===== src/rtl/cmp_pkg.sv =====
// Shared types for the sequential magnitude comparator.
// FSM states, result encoding and one-hot result helper.
package cmp_pkg;

    typedef enum logic [1:0] {
        IDLE,
        CMP,
        DONE
    } state_t;

    typedef enum logic [1:0] {
        RES_EQ,
        RES_GT,
        RES_LT
    } res_t;

    typedef struct packed {
        logic eq;
        logic gt;
        logic lt;
    } onehot_t;

    function automatic onehot_t res_to_onehot(input res_t r);
        onehot_t oh;
        oh = '0;
        unique case (r)
            RES_EQ: oh.eq = 1'b1;
            RES_GT: oh.gt = 1'b1;
            RES_LT: oh.lt = 1'b1;
            default: oh = '0;
        endcase
        return oh;
    endfunction

endpackage


===== src/rtl/comparator_slice.sv =====
// Combinational unsigned compare of one operand slice.
// Signed handling is done upstream by flipping the top slice MSB.
module comparator_slice #(
    parameter int SLICE = 4
) (
    input  logic [SLICE-1:0] a,
    input  logic [SLICE-1:0] b,
    output logic             gt,
    output logic             lt
);

    assign gt = (a > b);
    assign lt = (a < b);

endmodule


===== src/rtl/seq_magnitude_comparator.sv =====
// Multi-cycle magnitude comparator, one slice per clock, MSB first.
// Early exit on the first unequal slice; cascade inputs break ties.
module seq_magnitude_comparator
    import cmp_pkg::*;
#(
    parameter  int WIDTH      = 32,
    parameter  int SLICE      = 4,
    localparam int NUM_SLICES = WIDTH / SLICE,
    localparam int CNT_W      = $clog2(NUM_SLICES + 1)
) (
    input  logic             clk,
    input  logic             reset,
    input  logic             in_valid,
    output logic             in_ready,
    input  logic             signed_mode,
    input  logic [WIDTH-1:0] A,
    input  logic [WIDTH-1:0] B,
    input  logic             EqualIn,
    input  logic             GreaterIn,
    input  logic             LessIn,
    output logic             out_valid,
    input  logic             out_ready,
    output logic             EqualOut,
    output logic             GreaterOut,
    output logic             LessOut,
    output logic [CNT_W-1:0] cycles_used
);

    localparam int IDX_W = (NUM_SLICES > 1) ? $clog2(NUM_SLICES) : 1;
    localparam logic [IDX_W-1:0] TOP_IDX = IDX_W'(NUM_SLICES - 1);

    if ((SLICE < 1) || ((WIDTH % SLICE) != 0)) begin : gBadCfg
        $error("WIDTH must be a non-zero multiple of SLICE");
    end

    state_t           stateQ;
    state_t           stateNext;
    logic             inReadyQ;
    logic [IDX_W-1:0] idxQ;
    logic [CNT_W-1:0] cntQ;
    logic [WIDTH-1:0] aQ;
    logic [WIDTH-1:0] bQ;
    logic             signedQ;
    logic             gtInQ;
    logic             ltInQ;
    logic             outValidQ;
    onehot_t          outQ;
    logic [CNT_W-1:0] cyclesQ;

    logic             accept;
    logic             finish;
    res_t             resNext;
    logic [WIDTH-1:0] aShift;
    logic [WIDTH-1:0] bShift;
    logic [SLICE-1:0] sliceA;
    logic [SLICE-1:0] sliceB;
    logic             sliceGt;
    logic             sliceLt;

    // Equality is the fall-through tie-break, so this input carries no information.
    logic unusedEqIn;
    assign unusedEqIn = EqualIn;

    // Select slice idx; in signed mode the top slice becomes offset binary.
    always_comb begin
        aShift = aQ >> (idxQ * SLICE);
        bShift = bQ >> (idxQ * SLICE);
        sliceA = aShift[SLICE-1:0];
        sliceB = bShift[SLICE-1:0];
        if (signedQ && (idxQ == TOP_IDX)) begin
            sliceA[SLICE-1] = ~sliceA[SLICE-1];
            sliceB[SLICE-1] = ~sliceB[SLICE-1];
        end
    end

    comparator_slice #(
        .SLICE(SLICE)
    ) uSlice (
        .a (sliceA),
        .b (sliceB),
        .gt(sliceGt),
        .lt(sliceLt)
    );

    // State register.
    always_ff @(posedge clk) begin
        if (reset) begin
            stateQ <= IDLE;
        end else begin
            stateQ <= stateNext;
        end
    end

    // Next-state decode and per-cycle compare outcome.
    always_comb begin
        stateNext = stateQ;
        accept    = 1'b0;
        finish    = 1'b0;
        resNext   = RES_EQ;
        unique case (stateQ)
            IDLE: begin
                if (in_valid && inReadyQ) begin
                    accept    = 1'b1;
                    stateNext = CMP;
                end
            end
            CMP: begin
                if (sliceGt) begin
                    finish  = 1'b1;
                    resNext = RES_GT;
                end else if (sliceLt) begin
                    finish  = 1'b1;
                    resNext = RES_LT;
                end else if (idxQ == '0) begin
                    finish = 1'b1;
                    if (gtInQ) begin
                        resNext = RES_GT;
                    end else if (ltInQ) begin
                        resNext = RES_LT;
                    end else begin
                        resNext = RES_EQ;
                    end
                end
                if (finish) begin
                    stateNext = DONE;
                end
            end
            DONE: begin
                if (out_ready) begin
                    stateNext = IDLE;
                end
            end
            default: stateNext = IDLE;
        endcase
    end

    // Operand capture, slice walk and result register.
    always_ff @(posedge clk) begin
        if (reset) begin
            inReadyQ  <= 1'b0;
            idxQ      <= '0;
            cntQ      <= '0;
            aQ        <= '0;
            bQ        <= '0;
            signedQ   <= 1'b0;
            gtInQ     <= 1'b0;
            ltInQ     <= 1'b0;
            outValidQ <= 1'b0;
            outQ      <= '0;
            cyclesQ   <= '0;
        end else begin
            inReadyQ <= (stateNext == IDLE);
            if (accept) begin
                aQ      <= A;
                bQ      <= B;
                signedQ <= signed_mode;
                gtInQ   <= GreaterIn;
                ltInQ   <= LessIn;
                idxQ    <= TOP_IDX;
                cntQ    <= CNT_W'(1);
            end
            if (stateQ == CMP) begin
                if (finish) begin
                    outValidQ <= 1'b1;
                    outQ      <= res_to_onehot(resNext);
                    cyclesQ   <= cntQ;
                end else begin
                    idxQ <= idxQ - 1'b1;
                    cntQ <= cntQ + 1'b1;
                end
            end
            if ((stateQ == DONE) && out_ready) begin
                outValidQ <= 1'b0;
                outQ      <= '0;
                cyclesQ   <= '0;
            end
        end
    end

    assign in_ready    = inReadyQ;
    assign out_valid   = outValidQ;
    assign EqualOut    = outQ.eq;
    assign GreaterOut  = outQ.gt;
    assign LessOut     = outQ.lt;
    assign cycles_used = cyclesQ;

endmodule

===== config.mk =====
export PLATFORM = sky130hd
export DESIGN_NAME = seq_magnitude_comparator
export DESIGN_NICKNAME = d
export VERILOG_FILES = /design/src/rtl/cmp_pkg.sv /design/src/rtl/comparator_slice.sv /design/src/rtl/seq_magnitude_comparator.sv
export SDC_FILE = /design/constraint.sdc
export NUM_CORES = 1
export LEC_CHECK = 0
export ABC_AREA = 1
export ABC_CLOCK_PERIOD_IN_PS = 2260
export CAP_MARGIN = 20
export CORE_ASPECT_RATIO = 0.9
export CORE_UTILIZATION = 47
export CTS_BUF_LIST = sky130_fd_sc_hd__clkbuf_8
export CTS_CLUSTER_DIAMETER = 60
export DETAILED_ROUTE_END_ITERATION = 10
export HOLD_SLACK_MARGIN = 0.15
export PLACE_DENSITY = 0.89
export REMOVE_ABC_BUFFERS = 1
export SLEW_MARGIN = 20
export SYNTH_ARGS = -nofsm -noshare
export SYNTH_HDL_FRONTEND = slang
export SYNTH_SLANG_ARGS = --single-unit

===== constraint.sdc =====
create_clock -name clk -period 2.26 [get_ports clk]
set_input_delay 0.339 -clock clk [delete_from_list [all_inputs] [get_ports clk]]
set_output_delay 0.339 -clock clk [all_outputs]
set_load 0.05 [all_outputs]

==> results of run 1 <==
[synthesized netlist by cell type, drive strengths merged]
cell	n	area (sq um)
o31ai	1	12.5
clkbuf	14	55.1
and2	1	6.26
nor2	166	641
o21ai	102	510
nand2	54	223
o21bai	1	7.51
inv	19	71.3
and3	1	6.26
dfxtp	85	1700
nand3	16	92.6
buf	18	108
ha	8	100
nand4	2	18.8
nor3	1	10.0
o22ai	9	56.3
xor2	3	26.3
o221ai	3	26.3
xnor2	1	8.76
a21oi	17	85.1
[registers in the layout, indices dropped and copies added, names as in the netlist, 2 cells and up]
name,cells
aQ,32
bQ,32
cntQ,4
cycles_used,4
idxQ,3
stateQ,2
[kinds of logic after synthesis]
group           count (synthesis)  synth area share [%]
compound gates                133                  18.5
xor+xnor                        4                 0.930
fa+ha+maj                       8                  2.66
buf+inv                        51                  6.21
flops                          85                  45.2
simple gates                  241                  26.5
[layer usage]
metal / vias to the layer above / wire length, um / track usage [%]
met1: 1782 / 4190 / 29.4
met3: 39 / 701 / 5.15
li1: 1885 / - / -
met4: 0 / 440 / 10.6
met5: - / 0 / 0
met2: 159 / 4950 / 39.8
[worst max-delay path by stage]
stage / startpoint / to / slack (ns)
floorplan: idxQ[0] / stateQ[1] / -0.49
global placement: idxQ[0] / stateQ[1] / -0.02
detailed placement: idxQ[0] / stateQ[1] / -0.07
CTS: idxQ[0] / cntQ[1] / -0.04
global route: idxQ[0] / cntQ[3] / -0.18
finish: idxQ[0] / idxQ[0] / -0.08
[cell type report]
type	instances	area, sq um	share of cell area (%)
Multi-Input combinational cell	387	1970	38.3
Sequential cell	85	1710	33.1
Timing Repair Buffer	108	1080	20.9
Clock buffer	10	138	2.67
Tap cell	96	120	2.33
Inverter	19	81.3	1.58
Clock inverter	6	55.1	1.07
[layout by cell type (no fill, tap or decap), drive strengths merged]
cell type      instances
ha                     8
o221ai                 3
o21bai                 1
clkdlybuf4s50         79
o31ai                  1
nor2                 166
a21oi                 17
bufinv                 1
nand3                 16
o22ai                  9
nand2                 55
clkinv                 2
nor3                   1
clkinvlp               1
buf                   28
and3                   1
dfxtp                 85
xor2                   3
o21ai                102
xnor2                  1
and2                   1
inv                   21
clkbuf                11
nand4                  2
[power by group through the flow]
stage                     clock (uW)  sequential, uW  combinational (uW)
after global placement             0            1720                 847
after global routing            1130            1720                1160
after detailed placement           0            1730                 881
final                           1060            1700                1050
after CTS                       1070            1700                 954
after floorplan                    0            1750                 491
[metrics by stage]
stage | cell area [sq um] | power [uW]
finish | 5150 | 3820
global route | 5150 | 4010
CTS | 5010 | 3720
detailed placement | 4700 | 2610
global placement | 4700 | 2570
floorplan | 3600 | 2240
[what timing repair did]
item | CTS | global route
cloned | 2 | 1
buffers inserted | 1 | 3
endpoints found under the setup margin | 18 | 18
endpoints found under the hold margin | 0 | 0
gates resized for setup | 29 | 27
pin swaps | 11 | 16
[critical path, cell delays in order (launching register included)]
cell and delay, ns:
dfxtp_4 0.41, buf_6 0.15, ha_4 0.13, nand2_2 0.07, nor2_4 0.22, xor2_2 0.21, ha_4 0.24, nand2_2 0.07
inv_2 0.05, nand2_1 0.10, nand2_4 0.10, nand3_4 0.13, nand2_4 0.08, o21ai_0 0.21, nor2_1 0.06
==> results.md, run 1 <==
- Run status: finished, violations left
- Failing checks: setup timing
- Tightest hold margin: 0.457 ns
- Starting Density: 49.2%
- DR vias: 3865
- Remaining antenna violation count after routing: 0
- Core ar.: 7660 sq um
- Num CTS Buffers: 9
- Fin nets: 690
- Startpoint Class: register
- Slew Limit Fails: 0
- Worst-path fanout max: 7
- Final core occ: between 60% and 70%
- Clk sinks: 85
- R2r startpoint: idxQ[0]
- Reg2reg path depth: 14
- Max IR drop VDD: ~0.00040 V
- Global-route wire length before repair: 15300 um
- Worst R2R End: idxQ[0]
- Synth warnings: 0
- Fill count: about 600
- CTS tree: built
- Num rows: 30
- Relative slew slack: 65.7%
- Int Power: between 2000 and 3000 uW
- Wirelength per Cell: about 14 um
- Post-DP HPWL: approximately 6600 um
- Clock share of power: 27.9%
- Skew-Pair Late Insertion Delay: 0.37 ns
- Diode count: 0
- Final Cycle Share: 103%
- Crit Path Category: register to register
- Reg2reg setup slack: -0.08 ns
- DR pass1 iterations: 5
- Via density: around 5.4
- Hold path start: aQ[11]
- H-tree lvl count: 3
- Largest net degree at the start of global routing: 35
- Antenna violations before repair: 0
- Fmax: ~430 MHz
- CP Capture Type: register
- Die extent in x: 96.4 um
- Pre-CTS setup slack: -0.0719 ns
- Hold crit path type: register to register
- Combinational share of power: 27.6%
- Residual DRC: 0
- Register share of total power: 44.5%
- Hold path depth: 2
- RSZ-0062 raised after global routing: true
- Psw: 1200 uW
- Slew @ Worst Pin: 0.513 ns
- Layout Skew: roughly 0.013 ns
- Post-synth design cell area: 3770 sq um
- Minimum clock period: 2.34 ns
- Final setup viols: 13
- Total of max-cap violations: 0
- CTS Hold Buffers Added: 0
- Total grt overflow: 0
- Final Hold Viols: 0
- Syn_area_per_cell: 7.21 sq um
- Final Instance Count excl. Fillers: about 710
- Vias in the first global route: 3484
- Yosys cell types: 30
- Die Y-Extent: approximately 87 um
- Sequential area share after synthesis: 45.2%
- I/O pin count: between 80 and 90
- Max Root-Sink Buffers: 2
- # placed instances: between 600 and 700
- Routability congestion estimate: 0.826
- Setup slack after layout: -0.0768 ns
- Switching Share: 31.4%
- PwrDens: 741 nW/um^2
- #FFs+latches synth: 85
- Required time of the worst setup path: around 2.5 ns
- Critical path arrival: 2.59 ns
- Ratio of cells with drive above 1 in the final layout: 14.3%
- Setup TNS: -0.666 ns
- Post-Route WL: 10300 um
- Total GRT Usage: 23.8%
- Clock slew at reported path FFs: 0.08 ns
- Die Area: between 8000 and 9000 sq um
- # port buffers: between 70 and 80
- Worst Hold Path EP: aQ[11]
- Cells after Synth: 522
- Initial drt markers: around 230
- LEAKAGE: approximately 0.002 uW
- CTS Root Cell: clkbuf_8
- Area grow syn2layout: 36.7%
Power figures use the tool's default switching activity.
==> run 2: changes to the inputs <==
--- a/config.mk
+++ b/config.mk
@@ -9,14 +9,14 @@
 export ABC_CLOCK_PERIOD_IN_PS = 2260
 export CAP_MARGIN = 20
 export CORE_ASPECT_RATIO = 0.9
-export CORE_UTILIZATION = 47
+export CORE_UTILIZATION = 40
 export CTS_BUF_LIST = sky130_fd_sc_hd__clkbuf_8
 export CTS_CLUSTER_DIAMETER = 60
 export DETAILED_ROUTE_END_ITERATION = 10
 export HOLD_SLACK_MARGIN = 0.15
-export PLACE_DENSITY = 0.89
+export PLACE_DENSITY = 0.79
 export REMOVE_ABC_BUFFERS = 1
-export SLEW_MARGIN = 20
+export SLEW_MARGIN = 5
 export SYNTH_ARGS = -nofsm -noshare
 export SYNTH_HDL_FRONTEND = slang
 export SYNTH_SLANG_ARGS = --single-unit
==> run 2 against run 1 <==
The flow still finishes with violations (setup timing). Sequential power barely moved. Flip-flop and latch count did not move. Global-route usage down 4.5 points. Sequential share of layout area is 0.57 points lower. First-iteration DRC count decreased by 47%. Combinational power about the same. Clock power barely moved. Critical endpoint is now in_ready. Final area up 1.7%. Non-clock buffer count decreased by 1. Die area increased by 17%. Register-to-register slack worse by 0.02 ns.
==> results.md, run 2 (synthesis gave the netlist of run 1 again) <==
- Largest net degree at the start of global routing: 35
- Final Hold Viols: 0
- Int Power: 2590 uW
- Total grt overflow: 0
- Most frequent cells in the layout: 160 x nor2_1, 95 x o21ai_0, 83 x dfxtp_1, 79 x clkdlybuf4s50_1, 44 x nand2_1
- Via density: 4.92
- Max Root-Sink Buffers: 2
- Crit path launch: idxQ[0]
- Wirelength per Cell: 12.8 um
- Diode count: 0
- Combinational share of power: 27.2%
- LEAKAGE: about 0.0021 uW
- Cell Area, Placed: 4750 sq um
- R2r startpoint: idxQ[0]
- Final core occ: 57.4%
- # port buffers: 79
- Clk sinks: 85
- Vias in the first global route: 3492
- Failing checks: setup timing
- CP Cell Sequence: inv_6 > buf_12 > nand2_2 > nand3_2 > nand3_2 > nand2_2 > xor2_2 > ha_1 > nand2_1 > inv_2 > nand2_4 > nor2_4 > nand3_4 > nand2_4 > buf_4 > nor3_2
- Die extent in x: 104 um
- CP endpoint: in_ready
- Worst R2R End: in_ready
- Slew @ Worst Pin: 0.671 ns
- Final Cycle Share: 104%
- Die Y-Extent: 94.1 um
- Max IR drop VDD: about 0.00028 V
- Startpoint Class: register
- Residual DRC: 0
- Remaining antenna violation count after routing: 0
- I/O pin count: slightly above 80
- Slew Limit Fails: 0
- Reg2reg setup slack: -0.1 ns
- Switching Share: 31.4%
- Fin nets: 689
- Commonest non-fill, non-tap cell in the layout: nor2_1
- Die Area: a little under 10000 sq um
- Pwr Total: ~3800 uW
- Final setup viols: 16
- Reg2reg path depth: 16
- DR pass1 iterations: 4
- Layout Skew: 0.00982 ns
- Minimum clock period: 2.36 ns
- Post-Route WL: 9420 um
- Clock slew at reported path FFs: 0.08 ns
- Register share of total power: 45.0%
- Ratio of cells with drive above 1 in the final layout: 15.0%
- Total GRT Usage: about 19%
- Num CTS Buffers: 9
- Core ar.: 9130 sq um
- Routability congestion estimate: 0.787
- Fmax: around 420 MHz
- Setup slack after layout: -0.100 ns
- CTS Hold Buffers Added: 0
- DR vias: 3622
- Starting Density: roughly 41%
- Relative slew slack: 55.2%
- Area grow syn2layout: 39.1%
- Clock share of power: 27.7%
- Total of max-cap violations: 0
- Global-route wire length before repair: ~15000 um
- Crit Path Category: register to register
- Largest registers: aQ x32, bQ x32
- RSZ-0062 raised after global routing: true
- Num rows: 33
- Critical path arrival: 2.61 ns
- Psw: 1190 uW
- Antenna violations before repair: 0
- Skew-Pair Late Insertion Delay: 0.35 ns
- Initial drt markers: 121
- Finished Cell Area: 5240 sq um
- H-tree lvl count: 3
- Worst path max stage delay: ~0.43 ns
- Run status: finished, violations left
- CP Capture Type: register
- Hold crit path type: register to register
- Critical-path top delay cell: dfxtp_4
- Tightest hold margin: 0.457 ns
- CTS tree: built
- CTS Root Cell: clkbuf_8
- Post-DP HPWL: 6370 um
- Worst-path fanout max: 6
- PwrDens: between 700 and 800 nW/um^2
- Required time of the worst setup path: between 2 and 3 ns
## run 2: changes by cell type in the layout (fill, tap and decap cells not counted), moves of 3 or more
cell,before,now
o21ai_1,12,6
nand3_1,14,6
buf_12,1,4
nand2_4,4,7
o21ai_0,89,95
nand2_2,7,4
buf_4,22,17
nand3_2,1,9
## run 2: routing by layer
layer  share of wire (%)  vias to the layer above  track usage [%]
li1                    -                     1881                -
met3                 4.3                       16             3.54
met2                  49                       94             34.3
met4                 1.9                        0             7.14
met5                   0                        -                0
met1                  45                     1631             23.4
## run 2: repair_timing
item	4_1_cts	5_1_grt
setup endpoints to repair	18	18
pin swaps	6	18
gates cloned	1	3
gates resized for setup	10	46
setup buffers	2	2
## run 2: worst min path at each step
stage | from | endpoint | slack, ns | cells after the start
final | aQ[11] | aQ[11] | 0.46 | 2
after global routing | aQ[11] | aQ[11] | 0.49 | 2
after CTS | aQ[11] | aQ[11] | 0.46 | 2
after detailed placement | aQ[11] | aQ[11] | 0.45 | 2
after global placement | aQ[11] | aQ[11] | 0.44 | 2
after floorplan | reset | in_ready | 0.41 | 1
## run 2: power groups by stage
stage | clock network [uW] | registers (uW) | logic, uW
2_1_floorplan | 0 | 1750 | 491
3_3_place_gp | 0 | 1720 | 852
3_5_place_dp | 0 | 1730 | 873
4_1_cts | 1050 | 1690 | 908
5_1_grt | 1130 | 1720 | 1150
6_report | 1050 | 1700 | 1030
## run 2: worst max-delay path: cells and delay by family, from the launching register on
kind	cells	cell delay (ns)
adders and majority gates	1	0.32
xor gates and xnor gates	1	0.17
buffers and inverters	4	0.43
and+or+nand+nor	10	0.89
DFF	1	0.43
## run 2: cell type report
class                   count  area [sq um]
clock buffers               9           124
clock inverters             7          66.3
fillers                   819          3880
inverters                  19          86.3
multi-input cells         387          1980
flip-flops and latches     85          1710
well taps                 122           153
repair buffers            107          1120
## run 2: through the flow
stage          setup WS, ns  TNS (ns)  std cells
2_1_floorplan        -0.486    -33.28        490
3_3_place_gp        -0.0611    -0.426        712
3_5_place_dp         -0.132     -1.08        712
4_1_cts             0.00382         0        731
5_1_grt              -0.259     -3.77        736
6_report             -0.100    -0.793        736
==> run 3: changes to the inputs <==
--- a/config.mk
+++ b/config.mk
@@ -7,14 +7,13 @@
 export LEC_CHECK = 0
 export ABC_AREA = 1
 export ABC_CLOCK_PERIOD_IN_PS = 2260
-export CAP_MARGIN = 20
 export CORE_ASPECT_RATIO = 0.9
 export CORE_UTILIZATION = 40
 export CTS_BUF_LIST = sky130_fd_sc_hd__clkbuf_8
 export CTS_CLUSTER_DIAMETER = 60
 export DETAILED_ROUTE_END_ITERATION = 10
 export HOLD_SLACK_MARGIN = 0.15
-export PLACE_DENSITY = 0.79
+export PLACE_DENSITY = 0.71
 export REMOVE_ABC_BUFFERS = 1
 export SLEW_MARGIN = 5
 export SYNTH_ARGS = -nofsm -noshare
==> run 3 against run 2 <==
The run still ends with setup timing left. Routed wire length is 6.9% lower. Die area stayed put. Maximum frequency is 3.8% higher. Utilization is 1.5 points lower. Final area is 2.7% lower. Critical path depth is 1 lower. First-iteration DRC count is 2.5% higher. Final cell count is 0.27% lower. Worst setup slack better by 0.086 ns. Global-route usage is 0.76 points lower. Clock-buffer cell count is 1 higher.
==> results.md, run 3 (synthesis gave the netlist of run 1 again) <==
- Most frequent cells in the layout: 160 x nor2_1, 95 x o21ai_0, 83 x dfxtp_1, 79 x clkdlybuf4s50_1, 46 x nand2_1
- Setup slack after layout: -0.0139 ns
- Skew-Pair Late Insertion Delay: between 0.3 and 0.4 ns
- Switching Share: between 30% and 40%
- Psw: approximately 1100 uW
- Die extent in x: 104 um
- Vias in the first global route: 3399
- Run status: finished, violations left
- Clock share of power: between 20% and 30%
- Cell Area, Placed: 4730 sq um
- Largest registers: aQ x32, bQ x32
- Clock slew at reported path FFs: roughly 0.08 ns
- Via density: 4.89
- Area grow syn2layout: 35.4%
- Worst path max stage delay: 0.40 ns
- Global-route wire length before repair: between 10000 and 15000 um
- I/O pin count: just over 80
- Largest net degree at the start of global routing: 65
- Wirelength per Cell: ~12 um
- Final Hold Viols: 0
- Max IR drop VDD: ~0.00040 V
- DR vias: about 3.6k
- Total GRT Usage: 18.6%
- Diode count: 0
- Critical-path top delay cell: dfxtp_4
- Residual DRC: 0
- Num rows: 33
- Antenna violations before repair: 0
- Finished Cell Area: slightly above 5000 sq um
- Crit Path Category: register to register
- Starting Density: about 41%
- Max Root-Sink Buffers: 2
- Required time of the worst setup path: 2.56 ns
- Failing checks: setup timing
- Slew Limit Fails: 0
- Minimum clock period: 2.27 ns
- CTS tree: built
- Layout Skew: between 0.008 and 0.009 ns
- Worst-path fanout max: 8
- Total grt overflow: 0
- Int Power: between 2000 and 3000 uW
- Core ar.: 9130 sq um
- Slew @ Worst Pin: around 0.63 ns
- Remaining antenna violation count after routing: 0
- Hold crit path type: register to register
- Critical path arrival: ~2.6 ns
- Setup TNS: -0.0154 ns
- Final setup viols: 2
- Total of max-cap violations: 0
- Fmax: 440 MHz
- Post-Route WL: around 8800 um
- Fin nets: 687
- Final Cycle Share: 101%
- CTS Root Cell: clkbuf_8
- Die Area: roughly 10000 sq um
- LEAKAGE: 0.00202 uW
- CTS Hold Buffers Added: 0
- PwrDens: ~730 nW/um^2
- DR pass1 iterations: 4
- RSZ-0062 raised after global routing: true
- Startpoint Class: register
- Commonest non-fill, non-tap cell in the layout: nor2_1
- Combinational share of power: 26.6%
- Relative slew slack: 58.1%
- Routability congestion estimate: around 0.77
- Pwr Total: 3740 uW
- H-tree lvl count: 3
- Ratio of cells with drive above 1 in the final layout: 12.1%
- Num CTS Buffers: 9
- Register share of total power: 45.3%
- Clk sinks: 85
- Post-DP HPWL: 6140 um
- Pre-CTS setup slack: -0.0748 ns
- Tightest hold margin: between 0.4 and 0.5 ns
- Die Y-Extent: 94.1 um
- CP Capture Type: register
- # port buffers: 79
- Initial drt markers: approximately 120
- CP Cell Sequence: buf_12 > ha_1 > nand2_1 > nor2_2 > xor2_1 > ha_1 > nand2_2 > inv_2 > nand2_2 > nand2_4 > buf_6 > nand4_1 > o21bai_1 > nand2_1 > nor2_1
==> run 3: timing repair <==
action / in CTS / in global routing
cloned: 2 / 0
pin swaps: 12 / 18
gates resized for setup: 20 / 15
buffers inserted: 6 / 1
setup endpoints to repair: 16 / 18
==> run 3: layer usage <==
metal  vias to the layer above  part of all wire, %  GRT usage (%)
met1                      1613                   46           21.9
met2                        88                   47           32.6
met3                         9                  5.4           4.58
met4                         0                  1.5           7.14
li1                       1880                    -              -
met5                         -                    0              0
==> run 3: path summary, 6_finish.rpt <==
path                                     start              to  slack (ns)  depth (start not counted)
worst max register to register         idxQ[0]         cntQ[3]       -0.01                         15
worst max-delay path                   idxQ[0]         cntQ[3]       -0.01                         15
worst min-delay path            cycles_used[1]  cycles_used[1]        0.47                          2
worst min register to register  cycles_used[1]  cycles_used[1]        0.47                          2
==> run 3: critical path, delay by kind of cell (launching register included) <==
| family | cells | cell delay, ns |
|---|---|---|
| buf+inv | 3 | 0.32 |
| fa+ha+maj | 2 | 0.52 |
| compound gates | 1 | 0.17 |
| flops | 1 | 0.40 |
| simple gates | 8 | 0.63 |
| xor+xnor | 1 | 0.17 |
==> run 3: final cells by class <==
type,instances,area (sq um)
clock buffer,10,138
inverter,19,78.8
multi-input combinational,387,1900
fill,846,4030
sequential,85,1710
tap,122,153
timing repair buffer,105,1070
clock inverter,6,56.3
==> run 3: metrics by stage <==
| step | util [%] | std cells |
|---|---|---|
| 6_report | 55.9 | 734 |
| 5_1_grt | 55.9 | 734 |
| 4_1_cts | 55.3 | 733 |
| 3_5_place_dp | 51.9 | 709 |
| 3_3_place_gp | 51.9 | 709 |
| 2_1_floorplan | - | 490 |
==> run 3: power groups by stage <==
stage                     clock network (uW)  registers [uW]  logic, uW
final                                   1050            1690        997
after global routing                    1140            1710       1110
after CTS                               1080            1690        948
after detailed placement                   0            1720        885
after global placement                     0            1720        865
after floorplan                            0            1750        491
